===== config.mk =====
export PLATFORM = sky130hd
export DESIGN_NAME = enet_rx_port
export DESIGN_NICKNAME = d
export VERILOG_FILES = /design/src/rtl/enet_rx_port.sv
export SDC_FILE = /design/constraint.sdc
export NUM_CORES = 1
export LEC_CHECK = 0
export ABC_AREA = 0
export CELL_PAD_IN_SITES_DETAIL_PLACEMENT = 1
export CELL_PAD_IN_SITES_GLOBAL_PLACEMENT = 1
export CORE_ASPECT_RATIO = 0.5
export CORE_MARGIN = 8
export CORE_UTILIZATION = 40
export DETAILED_ROUTE_END_ITERATION = 12
export PLACE_DENSITY = 0.71
export SLEW_MARGIN = 20
export SYNTH_ARGS = -nofsm -noshare
export SYNTH_HDL_FRONTEND = slang
export SYNTH_SLANG_ARGS = --single-unit

===== constraint.sdc =====
create_clock -name clk -period 5 [get_ports clk]
set_clock_uncertainty 0.05 [all_clocks]
set_input_delay 1 -clock clk [delete_from_list [all_inputs] [get_ports clk]]
set_output_delay 1 -clock clk [all_outputs]
set_load 0.005 [all_outputs]

===== src/rtl/enet_rx_port.sv =====
`default_nettype none
// ============================================================================
// Module   : enet_rx_port
// Purpose  : Memory-mapped Ethernet MII receive port. Strips preamble/SFD,
//            assembles bytes, holds them in a short delay line and buffers
//            them with end-of-frame markers in a FIFO drained by the CPU.
// Options  : ENET_RX_CRC_STRIP_EN - 5-byte delay line so the 4 FCS bytes are
//            never pushed and eof lands on the last payload byte.
// Revision : 1.0 - initial release
// ============================================================================
module enet_rx_port #(
    parameter int DEPTH_LOG2 = 6
) (
    input  logic        clk,
    input  logic        rst,
    input  logic        enet_cs,
    input  logic        sig_r,
    input  logic        sig_w,
    input  logic [31:0] wdata,
    output logic [31:0] rdata,
    input  logic        rx_dv,
    input  logic [3:0]  rxd,
    output logic        rx_ready
);

`ifdef ENET_RX_CRC_STRIP_EN
    localparam int LINE_N = 5;
`else
    localparam int LINE_N = 1;
`endif
    localparam int CNT_W = $clog2(LINE_N + 1);
    localparam int DEPTH = 1 << DEPTH_LOG2;
    localparam logic [3:0] C_NIB_PRE = 4'h5;
    localparam logic [3:0] C_NIB_SFD = 4'hD;
    localparam logic [CNT_W-1:0] C_LINE_FULL = CNT_W'(LINE_N);

    typedef enum logic [2:0] {
        ST_IDLE    = 3'd0,
        ST_PRE     = 3'd1,
        ST_DATA_LO = 3'd2,
        ST_DATA_HI = 3'd3,
        ST_DROP    = 3'd4
    } state_t;

    state_t state_q, state_d;
    logic [3:0] low_q, low_d;
    logic [7:0] line_q [LINE_N];
    logic [7:0] line_d [LINE_N];
    logic [CNT_W-1:0] count_q, count_d;
    logic [DEPTH_LOG2:0] wptr_q, wptr_d, rptr_q, rptr_d;
    logic overflow_q, overflow_d;
    logic align_err_q, align_err_d;
    logic rx_ready_q;
    logic [8:0] mem_q [DEPTH];

    logic       byte_done, frame_end, set_align;
    logic [7:0] new_byte;
    logic       push_req;
    logic [8:0] push_data;
    logic       flush, rd_en, fifo_empty, fifo_full, pop, push_ok, ovf_set;
    logic [8:0] head;
    logic       unused_wdata;

    assign unused_wdata = ^wdata[31:1];
    assign new_byte     = {rxd, low_q};

    // Receive framing: preamble/SFD detection and nibble pairing.
    always_comb begin
        state_d   = state_q;
        low_d     = low_q;
        byte_done = 1'b0;
        frame_end = 1'b0;
        set_align = 1'b0;
        case (state_q)
            ST_IDLE: begin
                if (rx_dv && rxd == C_NIB_PRE) state_d = ST_PRE;
            end
            ST_PRE: begin
                if (!rx_dv)                 state_d = ST_IDLE;
                else if (rxd == C_NIB_PRE)  state_d = ST_PRE;
                else if (rxd == C_NIB_SFD)  state_d = ST_DATA_LO;
                else                        state_d = ST_DROP;
            end
            ST_DATA_LO: begin
                if (!rx_dv) begin
                    frame_end = 1'b1;
                    state_d   = ST_IDLE;
                end else begin
                    low_d   = rxd;
                    state_d = ST_DATA_HI;
                end
            end
            ST_DATA_HI: begin
                if (!rx_dv) begin
                    // Half byte is discarded; the frame still ends normally.
                    set_align = 1'b1;
                    frame_end = 1'b1;
                    state_d   = ST_IDLE;
                end else begin
                    byte_done = 1'b1;
                    state_d   = ST_DATA_LO;
                end
            end
            ST_DROP: begin
                if (!rx_dv) state_d = ST_IDLE;
            end
            default: state_d = ST_IDLE;
        endcase
    end

    // Delay line: index 0 is newest; the oldest byte leaves only once the line is full.
    always_comb begin
        line_d    = line_q;
        count_d   = count_q;
        push_req  = 1'b0;
        push_data = 9'd0;
        if (byte_done) begin
            if (count_q == C_LINE_FULL) begin
                push_req  = 1'b1;
                push_data = {1'b0, line_q[LINE_N-1]};
            end else begin
                count_d = count_q + CNT_W'(1);
            end
            line_d[0] = new_byte;
            for (int i = 1; i < LINE_N; i++) begin
                line_d[i] = line_q[i-1];
            end
        end else if (frame_end) begin
            // Short frames that never filled the line push nothing.
            if (count_q == C_LINE_FULL) begin
                push_req  = 1'b1;
                push_data = {1'b1, line_q[LINE_N-1]};
            end
            count_d = '0;
        end
        if (flush) count_d = '0;
    end

    // FIFO control: flush beats push; a pop on a full FIFO makes room for a push.
    always_comb begin
        flush      = enet_cs & sig_w & wdata[0];
        rd_en      = enet_cs & sig_r;
        fifo_empty = (wptr_q == rptr_q);
        fifo_full  = (wptr_q[DEPTH_LOG2] != rptr_q[DEPTH_LOG2]) &&
                     (wptr_q[DEPTH_LOG2-1:0] == rptr_q[DEPTH_LOG2-1:0]);
        pop        = rd_en & ~fifo_empty;
        push_ok    = push_req & (~fifo_full | pop) & ~flush;
        ovf_set    = push_req & fifo_full & ~pop & ~flush;
        if (flush) begin
            wptr_d      = '0;
            rptr_d      = '0;
            overflow_d  = 1'b0;
            align_err_d = 1'b0;
        end else begin
            wptr_d      = wptr_q + {{DEPTH_LOG2{1'b0}}, push_ok};
            rptr_d      = rptr_q + {{DEPTH_LOG2{1'b0}}, pop};
            overflow_d  = overflow_q | ovf_set;
            align_err_d = align_err_q | set_align;
        end
    end

    // CPU read word, combinational from the FIFO head.
    always_comb begin
        head  = fifo_empty ? 9'd0 : mem_q[rptr_q[DEPTH_LOG2-1:0]];
        rdata = 32'd0;
        if (rd_en) rdata = {~fifo_empty, overflow_q, align_err_q, 20'd0, head};
    end

    // State, delay line, pointers and sticky flags.
    always_ff @(posedge clk) begin
        if (rst) begin
            state_q     <= ST_IDLE;
            low_q       <= 4'd0;
            count_q     <= '0;
            wptr_q      <= '0;
            rptr_q      <= '0;
            overflow_q  <= 1'b0;
            align_err_q <= 1'b0;
            rx_ready_q  <= 1'b0;
            for (int i = 0; i < LINE_N; i++) line_q[i] <= 8'd0;
        end else begin
            state_q     <= state_d;
            low_q       <= low_d;
            count_q     <= count_d;
            wptr_q      <= wptr_d;
            rptr_q      <= rptr_d;
            overflow_q  <= overflow_d;
            align_err_q <= align_err_d;
            rx_ready_q  <= ~fifo_empty;
            line_q      <= line_d;
        end
    end

    // FIFO storage; contents need no reset since pointers gate visibility.
    always_ff @(posedge clk) begin
        if (push_ok) mem_q[wptr_q[DEPTH_LOG2-1:0]] <= push_data;
    end

    assign rx_ready = rx_ready_q;

endmodule
`default_nettype wire

==> summary.txt <==
Outcome
  – Status: completed

Power and ir drop
  – Clock network power share: about 42%
  – Leakage power: a little under 0.009 µW
  – Pwr Density: 348 nW/µm²
  – Peak VDD IR: between 0.2 and 0.25 mV
  – Sw Ratio: 18.8%
  – Sw power: between 1500 and 2000 µW
  – Cell internal pwr: roughly 7800 µW
  – Seq pwr share: between 50 and 60%
  – Logic pwr share: less than 1%

Clock tree
  – Root Buffer: clkbuf_16
  – TritonCTS clock tree: done
  – H-tree Lvls: 2
  – # clock sinks: 609
  – Clock Latency Late Sink: ~0.6 ns
  – Clock transition at path regs: 0.06 ns
  – Cts repair resizes: 0
  – CTS buffer count: 55
  – Post-CTS setup buffers: 0
  – Hold buffers post-CTS: 0
  – Clock Path Buffers: 3

Route
  – DR WL/cell: 25.9 µm
  – DR iter-0 viols: 1280
  – TritonRoute pass-1 iters: 5
  – Via count: ~12000
  – Final Routed Wirelength: ~58000 µm
  – DRC violations left: 0
  – Vias per inst: about 5.6
  – Antenna Nets Post-Route: 0

Die
  – Row cnt: between 60 and 70
  – Initial core utilization: between 40% and 50%
  – Die area: between 60000 and 70000 µm²
  – Chip width: between 300 and 400 µm
  – Area of the core: between 50000 and 60000 µm²
  – # IOs: 75
  – Die height: approximately 190 µm

Placed design
  – Setup WS pre-CTS: 0.373 ns
  – Input/output buffers: 23
  – HPWL after DPL: 36800 µm
  – Placer Congestion: 0.820

Yosys
  – Synth unique cells: 59
  – Synth Warn #: 0
  – Synthesized area: between 20000 and 25000 µm²
  – Seq/Total Area, Yosys: 74.2%
  – Syn_area_per_cell: 19.1 µm²
  – Top FF cell, synth: edfxtp_1
  – Post-synthesis cell count: approximately 1300
  – Post-synth EDFFs: between 500 and 600
  – Flops & latches, synth: just over 600
  – Ys async rst share: 0%

Critical path
  – Worst path max stage delay: between 0.7 and 0.8 ns
  – Critical path capture point type: output pin
  – WP data required: between 3 and 4 ns
  – Worst R2R Setup Slack: a little under 2 ns
  – CP Launch Type: flip-flop
  – Worst EP arrival: ~3.8 ns
  – R2R depth: 6
  – Critical path cell sequence: buf_4, mux4_2, a22oi_1, a21oi_1, a21oi_1, o32ai_1, buf_4, clkdlybuf4s50_1
  – Crit-path leading delay family: buffers and inverters
  – Buf/Inv on CP: 3
  – Setup Crit Path Kind: flip-flop to output pin
  – Stages on worst setup path: 8
  – Critical path's slowest cell: dfxtp_4
  – Critical path peak fanout: 28

Hold path
  – Min-delay worst type: flip-flop to flip-flop
  – WHS Path Cells: 2

Timing
  – Worst-margin pin slew: ~1.1 ns
  – Rel. slew slack: a little under a quarter
  – Final Cycle Share: between 90% and 100%
  – Setup total negative slack: 0 ns
  – Setup Viol. Count Final: 0
  – Fin worst setup slack: ~0.16 ns
  – Hold Vio Cnt, Final: 0
  – Slew Viols, Final: 0
  – Fin crit period: ~4.8 ns
  – Maximum clock rate: 0.207 GHz
  – RSZ-0062 raised after global routing: false

Global routing
  – First-pass GRT wire length: 85700 µm
  – Largest net degree at the start of global routing: 80
  – Initial antenna violation count: 1
  – GR Overflow Total: 0
  – Number of global-route vias before repair: between 10000 and 15000
  – Tot GR Track Use: about 16%

Finish
  – Layout cells sized above 1: 24.7%
  – N_diodes: 0
  – P&R area growth vs syn: 13.6%
  – Final nets: between 1000 and 1500

Flow run
  – Max Cap Viol: 0
==> through the flow <==
stage / hold slack [ns] / instances / util (%) / power, µW / cell area (µm²)
after floorplan: 0.375 / 1286 / - / 5620 / 24300
after global placement: 0.395 / 2131 / 43.3 / 5620 / 25800
after detailed placement: 0.394 / 2131 / 43.3 / 5620 / 25800
after CTS: 0.402 / 2228 / 46.2 / 9650 / 27500
after global routing: 0.426 / 2228 / 46.2 / 9810 / 27500
final: 0.402 / 2228 / 46.2 / 9580 / 27500
==> sequential cells by signal, indices dropped and copies added (netlist names) <==
name / flops
low_q: 4
mem_q: 576
count_q: 1
overflow_q: 1
line_q: 8
wptr_q: 7
state_q: 3
rx_ready: 1
align_err_q: 1
rptr_q: 7
==> path summary, 6_finish.rpt <==
kind | start | end
min | line_q[3] | line_q[3]
max | rptr_q[0] | rdata[8]
min reg2reg | line_q[3] | line_q[3]
max reg2reg | rptr_q[0] | mem_q[32][4]
==> per-layer routing <==
metal,global-route usage [%],part of all wire (%)
met5,0,0
met3,2.93,6.9
met1,23.7,45
met2,26.0,47
met4,3.54,1.8
==> worst register-to-register path: stages (launching register included) <==
cell and delay, ns:
dfxtp_4 0.76, xor2_2 0.24, a2111o_1 0.16, o211a_1 0.34, nand3b_1 0.58, nor2_1 0.38, buf_4 0.25
==> area by class of cell <==
type | instances | area [µm²]
Fill cell | 5578 | 32000
Sequential cell | 609 | 18000
Multi-Input combinational cell | 583 | 5730
Clock buffer | 68 | 1470
Tap cell | 812 | 1020
Clock inverter | 29 | 244
Inverter | 3 | 11.3
Timing Repair Buffer | 124 | 1050
==> logic make-up after synthesis <==
group           share of synthesized area [%]
simple gates                             5.13
xor+xnor                                0.636
compound gates                           3.96
flops                                    74.2
fa+ha+maj                               0.207
other cells                            0.0155
buf+inv                                  2.46
mux                                      13.4
==> power by group through the flow <==
stage                     clock network (µW)  registers [µW]  logic, µW
after floorplan                            0            5600       20.3
after global placement                     0            5600       22.7
after detailed placement                   0            5600       23.7
after CTS                               4140            5490       23.9
after global routing                    4290            5490       27.0
final                                   4060            5490       24.7
==> cells in the mapped netlist (all sizes together), types with 2 or more instances <==
cell      n  share of area, %
a211o     7              0.25
a211oi    8              0.25
a21oi    27              0.56
a22o     13              0.47
a22oi    23              0.71
a31oi     7              0.18
and2     16              0.42
and2b     7              0.24
and3      4              0.10
buf      72               2.0
clkbuf   19              0.42
dfxtp    33               2.7
edfxtp  576                71
ha        4              0.21
inv       3             0.047
mux2     10              0.47
mux2i    38               1.6
mux4    122                11
nand2    28              0.43
nand2b   14              0.36
nand3    36              0.74
nand3b    6              0.19
nand4     4              0.10
nand4b    3              0.11
nor2    102               1.6
nor2b     5              0.13
nor3     10              0.21
nor3b     2             0.083
o21ai    11              0.23
o221ai    7              0.25
o22a      8              0.32
o32ai     3              0.11
o41ai     7              0.47
or3       4              0.11
or3b      3              0.11
xnor2     7              0.32
xor2      8              0.32
==> layout by cell type, fill, tap and decap left out, drive strengths merged, types with 8 or more instances in the layout <==
master         count
mux2i             38
clkdlybuf4s50     23
o22a               8
a211oi             8
edfxtp           576
clkinv            21
nand2             28
o21ai             11
nand2b            14
nor3              10
mux4             122
a22o              13
clkbuf            68
mux2              10
conb              20
a22oi             23
nand3             36
a21oi             27
dfxtp             33
buf              101
xor2               8
and2              16
nor2             102
Power figures use the tool's default switching activity.
